==> src/rtl/tick_meter_pkg.sv <==
// ---------------------------------------------------------------------------
// tick_meter_pkg
// Shared types and constants for the tick period meter.
//   meter_state_t : measurement phase (IDLE / ARMED / RUN)
//   DEFAULT_WIDTH : default width of the interval counter and recovered period
// ---------------------------------------------------------------------------
package tick_meter_pkg;

    localparam int DEFAULT_WIDTH = 16;

    typedef enum logic [1:0] {
        IDLE  = 2'd0,
        ARMED = 2'd1,
        RUN   = 2'd2
    } meter_state_t;

endpackage : tick_meter_pkg

==> src/rtl/tick_interval_counter.sv <==
// ---------------------------------------------------------------------------
// tick_interval_counter
// Counts enabled non-tick cycles between tick events. The owner decides when
// to clear and when to increment; this block only holds the count and flags
// when it sits at its all-ones value so the owner can declare overflow
// instead of letting the count wrap.
// Ports:
//   clk    : clock, rising edge
//   rst    : synchronous active-high reset, clears the count
//   clr    : synchronous clear (priority over inc)
//   inc    : advance the count by one
//   cnt    : current count
//   at_max : count equals 2^WIDTH-1
// ---------------------------------------------------------------------------
module tick_interval_counter
    import tick_meter_pkg::*;
#(
    parameter int WIDTH = DEFAULT_WIDTH
) (
    input  logic             clk,
    input  logic             rst,
    input  logic             clr,
    input  logic             inc,
    output logic [WIDTH-1:0] cnt,
    output logic             at_max
);

    localparam logic [WIDTH-1:0] CNT_ONE = {{(WIDTH-1){1'b0}}, 1'b1};
    localparam logic [WIDTH-1:0] CNT_MAX = {WIDTH{1'b1}};

    logic [WIDTH-1:0] cnt_r;

    // Interval count register: reset, clear, increment or hold.
    always_ff @(posedge clk) begin
        if (rst) begin
            cnt_r <= {WIDTH{1'b0}};
        end else if (clr) begin
            cnt_r <= {WIDTH{1'b0}};
        end else if (inc) begin
            cnt_r <= cnt_r + CNT_ONE;
        end else begin
            cnt_r <= cnt_r;
        end
    end

    assign cnt    = cnt_r;
    assign at_max = (cnt_r == CNT_MAX);

endmodule : tick_interval_counter

==> src/rtl/tick_period_meter.sv <==
// ---------------------------------------------------------------------------
// tick_period_meter
// Recovers the divide value N of a tick stream by counting enabled non-tick
// cycles between consecutive enabled tick cycles.
// Optional build macro: TICK_PERIOD_METER_CHECK_EN adds an expected-period
// input and a mismatch pulse output.
// Ports:
//   clk      : clock, rising edge
//   rst      : synchronous active-high reset (priority over everything)
//   en       : cycle enable; tick_in sampled and counter advances only when 1
//   tick_in  : tick stream, level-sampled on enabled cycles
//   period   : last recovered N
//   valid    : one-cycle strobe, period updated this cycle
//   locked   : last two measured periods equal
//   overflow : sticky, an interval exceeded 2^WIDTH-1 enabled cycles
//   expected : (macro only) reference period, sampled with the tick
//   mismatch : (macro only) pulse alongside valid when period != expected
// ---------------------------------------------------------------------------
module tick_period_meter
    import tick_meter_pkg::*;
#(
    parameter int WIDTH = DEFAULT_WIDTH
) (
    input  logic             clk,
    input  logic             rst,
    input  logic             en,
    input  logic             tick_in,
    output logic [WIDTH-1:0] period,
    output logic             valid,
    output logic             locked,
    output logic             overflow
`ifdef TICK_PERIOD_METER_CHECK_EN
    ,
    input  logic [WIDTH-1:0] expected,
    output logic             mismatch
`endif
);

    meter_state_t     state_r;
    meter_state_t     state_nxt_s;
    logic [WIDTH-1:0] period_r;
    logic [WIDTH-1:0] period_nxt_s;
    logic             valid_r;
    logic             valid_nxt_s;
    logic             locked_r;
    logic             locked_nxt_s;
    logic             overflow_r;
    logic             overflow_nxt_s;
    logic             cnt_clr_s;
    logic             cnt_inc_s;
    logic [WIDTH-1:0] cnt_s;
    logic             cnt_at_max_s;
    logic             measure_s;

    tick_interval_counter #(
        .WIDTH (WIDTH)
    ) u_counter (
        .clk    (clk),
        .rst    (rst),
        .clr    (cnt_clr_s),
        .inc    (cnt_inc_s),
        .cnt    (cnt_s),
        .at_max (cnt_at_max_s)
    );

    // Next-state and next-output decode for the measurement FSM.
    always_comb begin
        state_nxt_s    = state_r;
        period_nxt_s   = period_r;
        valid_nxt_s    = 1'b0;
        locked_nxt_s   = locked_r;
        overflow_nxt_s = overflow_r;
        cnt_clr_s      = 1'b0;
        cnt_inc_s      = 1'b0;
        measure_s      = 1'b0;

        if (en) begin
            case (state_r)
                IDLE: begin
                    if (tick_in) begin
                        cnt_clr_s   = 1'b1;
                        state_nxt_s = ARMED;
                    end else begin
                        state_nxt_s = IDLE;
                    end
                end
                ARMED, RUN: begin
                    if (tick_in) begin
                        // A tick on the cycle the count is all-ones is still a
                        // legal measurement, so tick is tested before at_max.
                        measure_s    = 1'b1;
                        period_nxt_s = cnt_s;
                        valid_nxt_s  = 1'b1;
                        cnt_clr_s    = 1'b1;
                        state_nxt_s  = RUN;
                        // period_r still holds the previous measurement here.
                        locked_nxt_s = (state_r == RUN) && (cnt_s == period_r);
                    end else if (cnt_at_max_s) begin
                        overflow_nxt_s = 1'b1;
                        locked_nxt_s   = 1'b0;
                        cnt_clr_s      = 1'b1;
                        state_nxt_s    = IDLE;
                    end else begin
                        cnt_inc_s = 1'b1;
                    end
                end
                default: begin
                    cnt_clr_s    = 1'b1;
                    locked_nxt_s = 1'b0;
                    state_nxt_s  = IDLE;
                end
            endcase
        end else begin
            state_nxt_s = state_r;
        end
    end

    // FSM state register.
    always_ff @(posedge clk) begin
        if (rst) begin
            state_r <= IDLE;
        end else begin
            state_r <= state_nxt_s;
        end
    end

    // Registered measurement outputs.
    always_ff @(posedge clk) begin
        if (rst) begin
            period_r   <= {WIDTH{1'b0}};
            valid_r    <= 1'b0;
            locked_r   <= 1'b0;
            overflow_r <= 1'b0;
        end else begin
            period_r   <= period_nxt_s;
            valid_r    <= valid_nxt_s;
            locked_r   <= locked_nxt_s;
            overflow_r <= overflow_nxt_s;
        end
    end

    assign period   = period_r;
    assign valid    = valid_r;
    assign locked   = locked_r;
    assign overflow = overflow_r;

`ifdef TICK_PERIOD_METER_CHECK_EN
    logic mismatch_r;

    // Period comparator, registered in step with valid.
    always_ff @(posedge clk) begin
        if (rst) begin
            mismatch_r <= 1'b0;
        end else if (measure_s) begin
            mismatch_r <= (cnt_s != expected);
        end else begin
            mismatch_r <= 1'b0;
        end
    end

    assign mismatch = mismatch_r;
`else
    // measure_s only feeds the optional comparator.
    logic unused_measure_s;
    assign unused_measure_s = measure_s;
`endif

endmodule : tick_period_meter

==> config.mk <==
export PLATFORM = sky130hd
export DESIGN_NAME = tick_period_meter
export DESIGN_NICKNAME = d
export VERILOG_FILES = /design/src/rtl/tick_meter_pkg.sv /design/src/rtl/tick_interval_counter.sv /design/src/rtl/tick_period_meter.sv
export SDC_FILE = /design/constraint.sdc
export NUM_CORES = 1
export LEC_CHECK = 0
export ABC_AREA = 1
export BUFFER_PORTS_ARGS = -buffer_cell sky130_fd_sc_hd__buf_2
export CORE_UTILIZATION = 55
export DETAILED_ROUTE_END_ITERATION = 6
export PLACE_DENSITY = 0.75
export SYNTH_ARGS = -nofsm -noshare
export SYNTH_HDL_FRONTEND = slang
export SYNTH_SLANG_ARGS = --single-unit
==> constraint.sdc <==
create_clock -name clk -period 2.7 [get_ports clk]
set_input_delay 0.54 -clock clk [delete_from_list [all_inputs] [get_ports clk]]
set_output_delay 0.54 -clock clk [all_outputs]
set_load 0.01 [all_outputs]
==> run summary, run 1 <==
The terminus of the critical flop-to-flop path was u_counter.cnt[12]. In the final timing run, aggregate negative setup slack is 0 ns. The die is 64.46 um wide. Total routed wire length on the met1 layer: 2134 um.

The clock transition at the register clock pins on the worst setup and hold paths after CTS was 0.07 ns; the combined flip-flop and latch cell area was 740.7 um^2. The share of the clock period used by the worst path after layout is 0.6981, and the sequential share of power is 0.544. The commonest cells after synthesis are 81 x sky130_fd_sc_hd__nand2_1, 40 x sky130_fd_sc_hd__inv_1, 37 x sky130_fd_sc_hd__dfxtp_1. Dividing the synthesized area by the synthesized cell count gives 7.035 um^2. STA puts the critical path data required time at 2.92 ns. The run gives 0.003043 ns as the largest clock skew in the final design. Setup repair after global routing left no endpoint under its margin. Across all register-to-register paths, the minimum setup slack is 0.82 ns. For the post-CTS setup buffer count, the log shows 0. Final hold analysis gives a worst-case slack of 0.4509 ns. Relative to the synthesized area, the layout overhead comes to 7.872%.

For the iteration-0 DRC count of the detailed router, the log shows 97. The number of DRC violations after detailed routing was 0. Counting along the longest clock path gives a buffer depth of 2.

Counting the buffers created by CTS gives 5. The H-tree generated during clock tree synthesis spans 2 levels. Synthesis inferred 37 register bits.

Summing all non-filler instances in the final layout gives an area of 2315 um^2. sky130_fd_sc_hd__dfxtp_1 takes more of the synthesized area than any other cell. The highest routing layer actually used is met4.

Entering global routing, the biggest net connects 34 pins. Power density of the placed cells: 448.7 nW/um^2. The critical path goes through inv_1 -> ha_1 -> inv_1 -> nor2_1 -> nand3_4 -> inv_4 -> nand2_1 -> a21oi_2. The area used by multi-input combinational logic is 1154 um^2, and the total routed wirelength is 4346 um.

The run gives 1663 as the number of global-route vias before repair. For the number of antenna cells inserted, the log shows 0. STA classifies the critical path startpoint as a flip-flop. The placed wire-length estimate after detailed placement was 3223 um; the path depth of the worst reg2reg path was 8. For the arrival time of data at the critical path endpoint, the log shows 2.10 ns. The run gives 250.2 uW as the power dissipated by switching net loads.

Count of hold-fix buffers inserted at cts: 0. Once layout is complete, the cells apart from fillers number 370. The proportion of synthesized chip area in sequential cells is 0.3452, and the count of buffers inserted at the top-level ports is 22. By area the synthesized netlist is led by sky130_fd_sc_hd__dfxtp_1 35%, sky130_fd_sc_hd__nand2_1 14%, sky130_fd_sc_hd__inv_1 7.0%.

Broken down by cell family, the worst path's largest delay share belongs to simple AND/OR/NAND/NOR gates. The worst hold path belongs to the class reg -> reg. Met3 wire length: 169 um. For the count of maximum capacitance violations, the log shows 0.

After detailed placement, the total cell area comes to 2228 um^2. The number of hold violations in the final report came out at 0. After global routing the overflow that remains totals 0.

Proportion of register bits with asynchronous set or reset after synthesis: 0. For this design, the slowest cell found on the critical path is sky130_fd_sc_hd__dfxtp_1. The logs give 0.5306 GHz for the highest achievable clock rate and 0 for the final setup violation count.

Gates resized during post-CTS repair numbered 0. Global-route total usage across every layer: 0.2333. Along the worst path, the maximum fanout reaches 17. The final layout contains 330 nets.

The cell count after placement is 363, and the vertical extent of the die is 64.46 um. Among the stages of the critical path, the cell type that occurs most often is sky130_fd_sc_hd__inv_1. The tools report the number of sinks on the clock net as 37.

Relative max-transition margin: 0.6785. After detailed routing, the met2 layer carries 1978 um of wire. The leakage power is 0.8955 nW. The worst setup path is captured at a flip-flop.

Counting every net in the synthesized netlist gives 313. The internal portion of the total power is 788.3 uW. The number of antenna violations at the first check in global routing was 0. The initial standard-cell utilization of the core is 0.5818, and the delay of the slowest critical-path stage is 0.36 ns. The core box area was 3689 um^2.

The flow ran to the end, and the final reports show no timing, DRC or antenna violations. Final standard cell utilization of the core: 0.6275. The count of nets left with antenna violations once routing finished came out at 0. The most common cell in the synthesized netlist is sky130_fd_sc_hd__nand2_1.

The clock root buffer was sky130_fd_sc_hd__clkbuf_8. The area share of the largest cell type after synthesis works out to 0.3452. The number of filler cells placed in the layout was 342. The synthesized netlist occupies a cell area of 2146 um^2. In the synthesized netlist, the number of instances is 305. After detailed routing, the average wire length per cell comes to 11.75 um. In this run the critical register-to-register path is launched from state_r[0]. The tools report the final-report max-slew violation count as 0. Using the TritonRoute via totals, the vias-per-cell ratio works out to 5.084. Counting flops with a built-in enable in the synthesized netlist gives 0. The tools report the wire length of the first global-routing pass as 7458 um.

The worst hold path terminates at overflow. The tools report the combinational group share of total power as 0.083. TritonCTS built the clock tree. The total of warnings raised by yosys was 0. The setup path with the least slack is of type reg -> reg.

The floorplan has 22 rows. The worst hold path was traced through 2 stages. The commonest register cell after synthesis was sky130_fd_sc_hd__dfxtp_1.

Summing over every cut layer, the via total after detailed routing is 1881. Switching fraction of total power: 0.2410. Iteration count of the initial detailed-routing pass: 4. The share of post-route cells with drive strength above 1 is 0.1677, and the peak ir drop on the vdd network is 0.2806 mV.

The floorplan step defined a die boundary enclosing 4155 um^2. The number of unique standard cell types used by synthesis came out at 27. For the finished layout, the period the worst path requires is 1.885 ns.

23 I/O pins were placed. The tools report the weighted congestion at the end of routability-driven global placement as 0.8685. For the worst-skew pair, the clock arrives at the later sink with an insertion delay of 0.28 ns. Together, buffers and inverters on the worst path number 3.

At the pin with the least slew margin, the transition time is 0.4817 ns. The tools report the clock share of power as 0.373. In this run the most critical hold path is launched from overflow.
registers in the layout (all words and copies together), names as in the netlist:
signal,flops
u_counter.cnt,16
overflow,1
valid,1
state_r,2
period,16
locked,1
cell families after synthesis:
| kind of cell | Yosys count | synth area share |
|---|---|---|
| AND/OR/NAND/NOR | 135 | 0.2904 |
| adder cells (fa/ha/maj) | 4 | 0.02332 |
| AO/OA/AOI/OAI | 57 | 0.1504 |
| buffers and inverters | 54 | 0.1172 |
| flip-flops | 37 | 0.3452 |
| XOR/XNOR | 18 | 0.07347 |
worst min-delay path: cells and delay by family, from the launching register on:
kind | cells | cell delay, ns
compound gates | 1 | 0.05
flops | 1 | 0.31
buf+inv | 1 | 0.05
power by group through the flow:
stage                     combinational [mW]  clock, mW  sequential (mW)
after floorplan                       0.0650          0            0.581
after detailed placement              0.0870          0            0.577
after global routing                  0.0989      0.414            0.566
final                                 0.0867      0.387            0.565
after CTS                             0.0873      0.396            0.565
after global placement                0.0860          0            0.577
cells in the final DEF (no fill, tap or decap), types with 2 or more instances in the layout:
master,netlist,final
sky130_fd_sc_hd__a21oi_1,26,26
sky130_fd_sc_hd__a21oi_2,10,10
sky130_fd_sc_hd__buf_2,5,22
sky130_fd_sc_hd__clkbuf_8,0,6
sky130_fd_sc_hd__dfxtp_1,37,37
sky130_fd_sc_hd__ha_1,4,4
sky130_fd_sc_hd__inv_1,40,40
sky130_fd_sc_hd__nand2_1,81,81
sky130_fd_sc_hd__nand2_2,4,4
sky130_fd_sc_hd__nand3_1,12,12
sky130_fd_sc_hd__nand3_2,2,2
sky130_fd_sc_hd__nor2_1,25,25
sky130_fd_sc_hd__nor2_4,4,4
sky130_fd_sc_hd__o21ai_0,21,21
sky130_fd_sc_hd__xnor2_1,5,5
sky130_fd_sc_hd__xor2_1,13,13
metal layers:
layer,vias to the layer above,global-route usage
li1,980,-
met1,857,0.3038
met2,38,0.3763
met3,6,0.05282
met4,0,0.08333
met5,-,0
metrics by stage:
step	setup WS, ns	total power [mW]
2_1_floorplan	1.096	0.6458
3_3_place_gp	0.9297	0.6628
3_5_place_dp	0.8464	0.6644
4_1_cts	0.8218	1.048
5_1_grt	0.6385	1.079
6_report	0.8153	1.039
cell type report:
| type | instances | share of cell area |
|---|---|---|
| well taps | 48 | 0.02595 |
| multi-input cells | 214 | 0.4984 |
| inverters | 41 | 0.06757 |
| repair buffers | 23 | 0.05081 |
| clock buffers | 7 | 0.03730 |
| flip-flops and latches | 37 | 0.3200 |
worst max-delay path by stage:
stage | slack [ns] | end | cells after the start | startpoint
CTS | 0.82 | u_counter.cnt[12] | 8 | state_r[1]
global route | 0.64 | u_counter.cnt[3] | 8 | state_r[1]
global placement | 0.93 | u_counter.cnt[11] | 8 | state_r[0]
detailed placement | 0.85 | u_counter.cnt[12] | 8 | state_r[0]
finish | 0.82 | u_counter.cnt[12] | 8 | state_r[0]
floorplan | 1.10 | u_counter.cnt[8] | 9 | state_r[1]
Power figures use the tool's default switching activity.
==> run 2, diff against run 1 <==
CORE_UTILIZATION = 52   (was 55)
clock period = 1.6 ns   (was 2.7 ns; I/O delays follow)
==> run summary, run 2 (synthesized netlist as in run 1, its figures left out) <==
Sort of element at the end of the critical path: a flip-flop. Share of post-route cells with drive strength above 1: 0.2363 (+0.06861). Core box area: 3799 um^2 (+3.0%).

The total routed wirelength was 4987 um (+15%). The tools report the final-report max-slew violation count as 0 (unchanged). The number of DRC violations after detailed routing was 0 (unchanged). Clock root buffer: sky130_fd_sc_hd__clkbuf_8.

For the weighted congestion at the end of routability-driven global placement, the log shows 0.8785 (+1.2%). The run gives 0.6953 (+0.01673) as the relative max-transition margin. The number of antenna cells inserted came out at 0 (unchanged).

The share of the clock period used by the worst path after layout is 0.9265 (+0.2284), and the power density of the placed cells is 705.3 nW/um^2 (+57%). The data required time at the worst endpoint is 1.82 ns (-1.10 ns), and the iteration-0 DRC count of the detailed router is 159 (+64%). The peak ir drop on the vdd network was 0.4431 mV (+58%); the number of hold violations in the final report was 0 (unchanged). Compared with the post-synthesis result, the final layout area differs by 19.13%. For the placed wire-length estimate after detailed placement, the log shows 3539 um (+9.8%). Width of the die: 66.24 um (+2.8%). The count of buffers inserted at the top-level ports is 22 (unchanged), and the arrival time of data at the critical path endpoint is 1.70 ns (-0.40 ns). The tools report the number of non-filler instances in the completed layout as 395 (+6.8%). In the layout the commonest cells are 81 x sky130_fd_sc_hd__nand2_1, 40 x sky130_fd_sc_hd__inv_1, 37 x sky130_fd_sc_hd__dfxtp_1. Transition time at the pin with the least slew margin: 0.4566 ns (-0.02507 ns). The run finished with clean final reports. The commonest non-fill, non-tap cell in the layout is sky130_fd_sc_hd__nand2_1. The final-layout setup total negative slack was 0 ns (unchanged).

The worst hold path belongs to the class in -> reg. The logs give 1.803 mW (+74%) for the total power draw and 355 (+7.6%) for the post-layout net count. For the leakage power, the log shows 1.032 nW (+15%). The number of filler cells placed in the layout is 329 (-3.8%). The tools report the wire length of the first global-routing pass as 8079 um (+8.3%). The highest achievable clock rate is 0.6746 GHz (+27%). The count of maximum capacitance violations came out at 0 (unchanged).

For the number of buffers created by CTS, the log shows 5 (unchanged). The logs give 0 (unchanged) for the number of antenna violations at the first check in global routing and 4388 um^2 (+5.6%) for the die area. The logs give 23 (-32%) for the maximum number of pins on one net before global-route repair and 1815 (+9.1%) for the number of global-route vias before repair.

The number of nets with antenna violations after routing came out at 0 (unchanged). The largest driver fanout on the critical path was 11 (-6). Ratio of routed vias to standard cells: 5.094 (+0.19%). The placement row count is 22 (unchanged), and the remaining global-route overflow is 0 (unchanged). The cell count after placement was 385 (+6.1%).

The logs give 37 (unchanged) for the number of sinks on the clock net and 0 (unchanged) for the count of hold-fix buffers inserted at cts. The worst setup path is launched from a flip-flop. The run gives 2 (unchanged) as the largest buffer count on any clock path.

TritonCTS built the clock tree. The top-level I/O count came out at 23 (unchanged). The clock transition at the register clock pins on the worst setup and hold paths after CTS works out to 0.07 ns (about the same). The per-cell routed wire length is 12.63 um (+7.5%), and the vias after detailed routing is 2012 (+7.0%). The H-tree level count is 2 (unchanged).

The final setup violation count is 0 (unchanged), and the vertical extent of the die is 66.24 um (+2.8%). Insertion delay to the later sink of the worst-skew pair: 0.29 ns (about the same). Kind of critical path: reg -> reg.

The worst hold slack across all endpoints was 0.2875 ns (-0.1634 ns); the largest clock skew in the final design was 0.004476 ns (+0.001433 ns). The minimum clock period is 1.482 ns (-0.4024 ns). Iteration count of the initial detailed-routing pass: 4 (unchanged).

The logs give 0.5649 (-0.01686) for the initial standard-cell utilization of the core and 0.2462 (+0.01293) for the global-route total usage across every layer. Setup repair after global routing left no endpoint under its margin.
## run 2: changes by cell type in the layout (fill, tap and decap cells not counted), sizes merged
cell,before,now
buf,23,47
nand2,86,87
## run 2: layout make-up
type	instances	area [um^2]	share of cell area
multi-input cells	215	1209	0.4728
flip-flops and latches	37	740.7	0.2898
repair buffers	47	301.5	0.1180
inverters	41	158.9	0.06216
clock buffers	7	86.33	0.03377
well taps	48	60.06	0.02349
## run 2: final timing paths
path                          from  slack [ns]          endpoint  cells past startpoint
hold / removal                 rst        0.29        state_r[1]                      2
setup / recovery  u_counter.cnt[0]        0.12  u_counter.cnt[5]                      8
setup reg to reg  u_counter.cnt[0]        0.12  u_counter.cnt[5]                      8
hold reg to reg           overflow        0.45          overflow                      2
## run 2: per-stage QoR
stage               utilization  setup WS, ns  instance area (um^2)
finish                   0.6729        0.1176                  2556
global route             0.6729      0.001362                  2556
CTS                      0.6548      0.002407                  2487
detailed placement       0.6308      0.001736                  2396
global placement         0.6308       0.05436                  2396
floorplan                     -       0.06611                  2148
## run 2: timing repair
item | in CTS | in global routing
buffers inserted | 0 | 2
gates resized for setup | 1 | 8
pin swaps | 0 | 4
cloned | 0 | 1
endpoints found under the setup margin | 5 | 17
## run 2: critical path: stages (launching register included)
cell and delay (ns):
sky130_fd_sc_hd__dfxtp_1 0.34, sky130_fd_sc_hd__ha_1 0.16, sky130_fd_sc_hd__nand2_1 0.09, sky130_fd_sc_hd__nor2_4 0.15, sky130_fd_sc_hd__nand4_4 0.14, sky130_fd_sc_hd__nand3_4 0.13, sky130_fd_sc_hd__buf_6 0.17, sky130_fd_sc_hd__nand2_1 0.07
sky130_fd_sc_hd__a21oi_1 0.15
## run 2: metal layers
| layer | vias up | GRT usage | wire length [um] |
|---|---|---|---|
| li1 | 1038 | - | - |
| met5 | - | 0 | 0 |
| met2 | 58 | 0.4056 | 2387 |
| met3 | 9 | 0.05345 | 281 |
| met1 | 907 | 0.3092 | 2220 |
| met4 | 0 | 0.09840 | 98 |
## run 2: power breakdown
part / internal [mW] / switching (mW) / total, mW
registers: 0.939 / 0.0124 / 0.951
logic: 0.0654 / 0.113 / 0.179
clock network: 0.342 / 0.331 / 0.673
total: 1.35 / 0.457 / 1.80
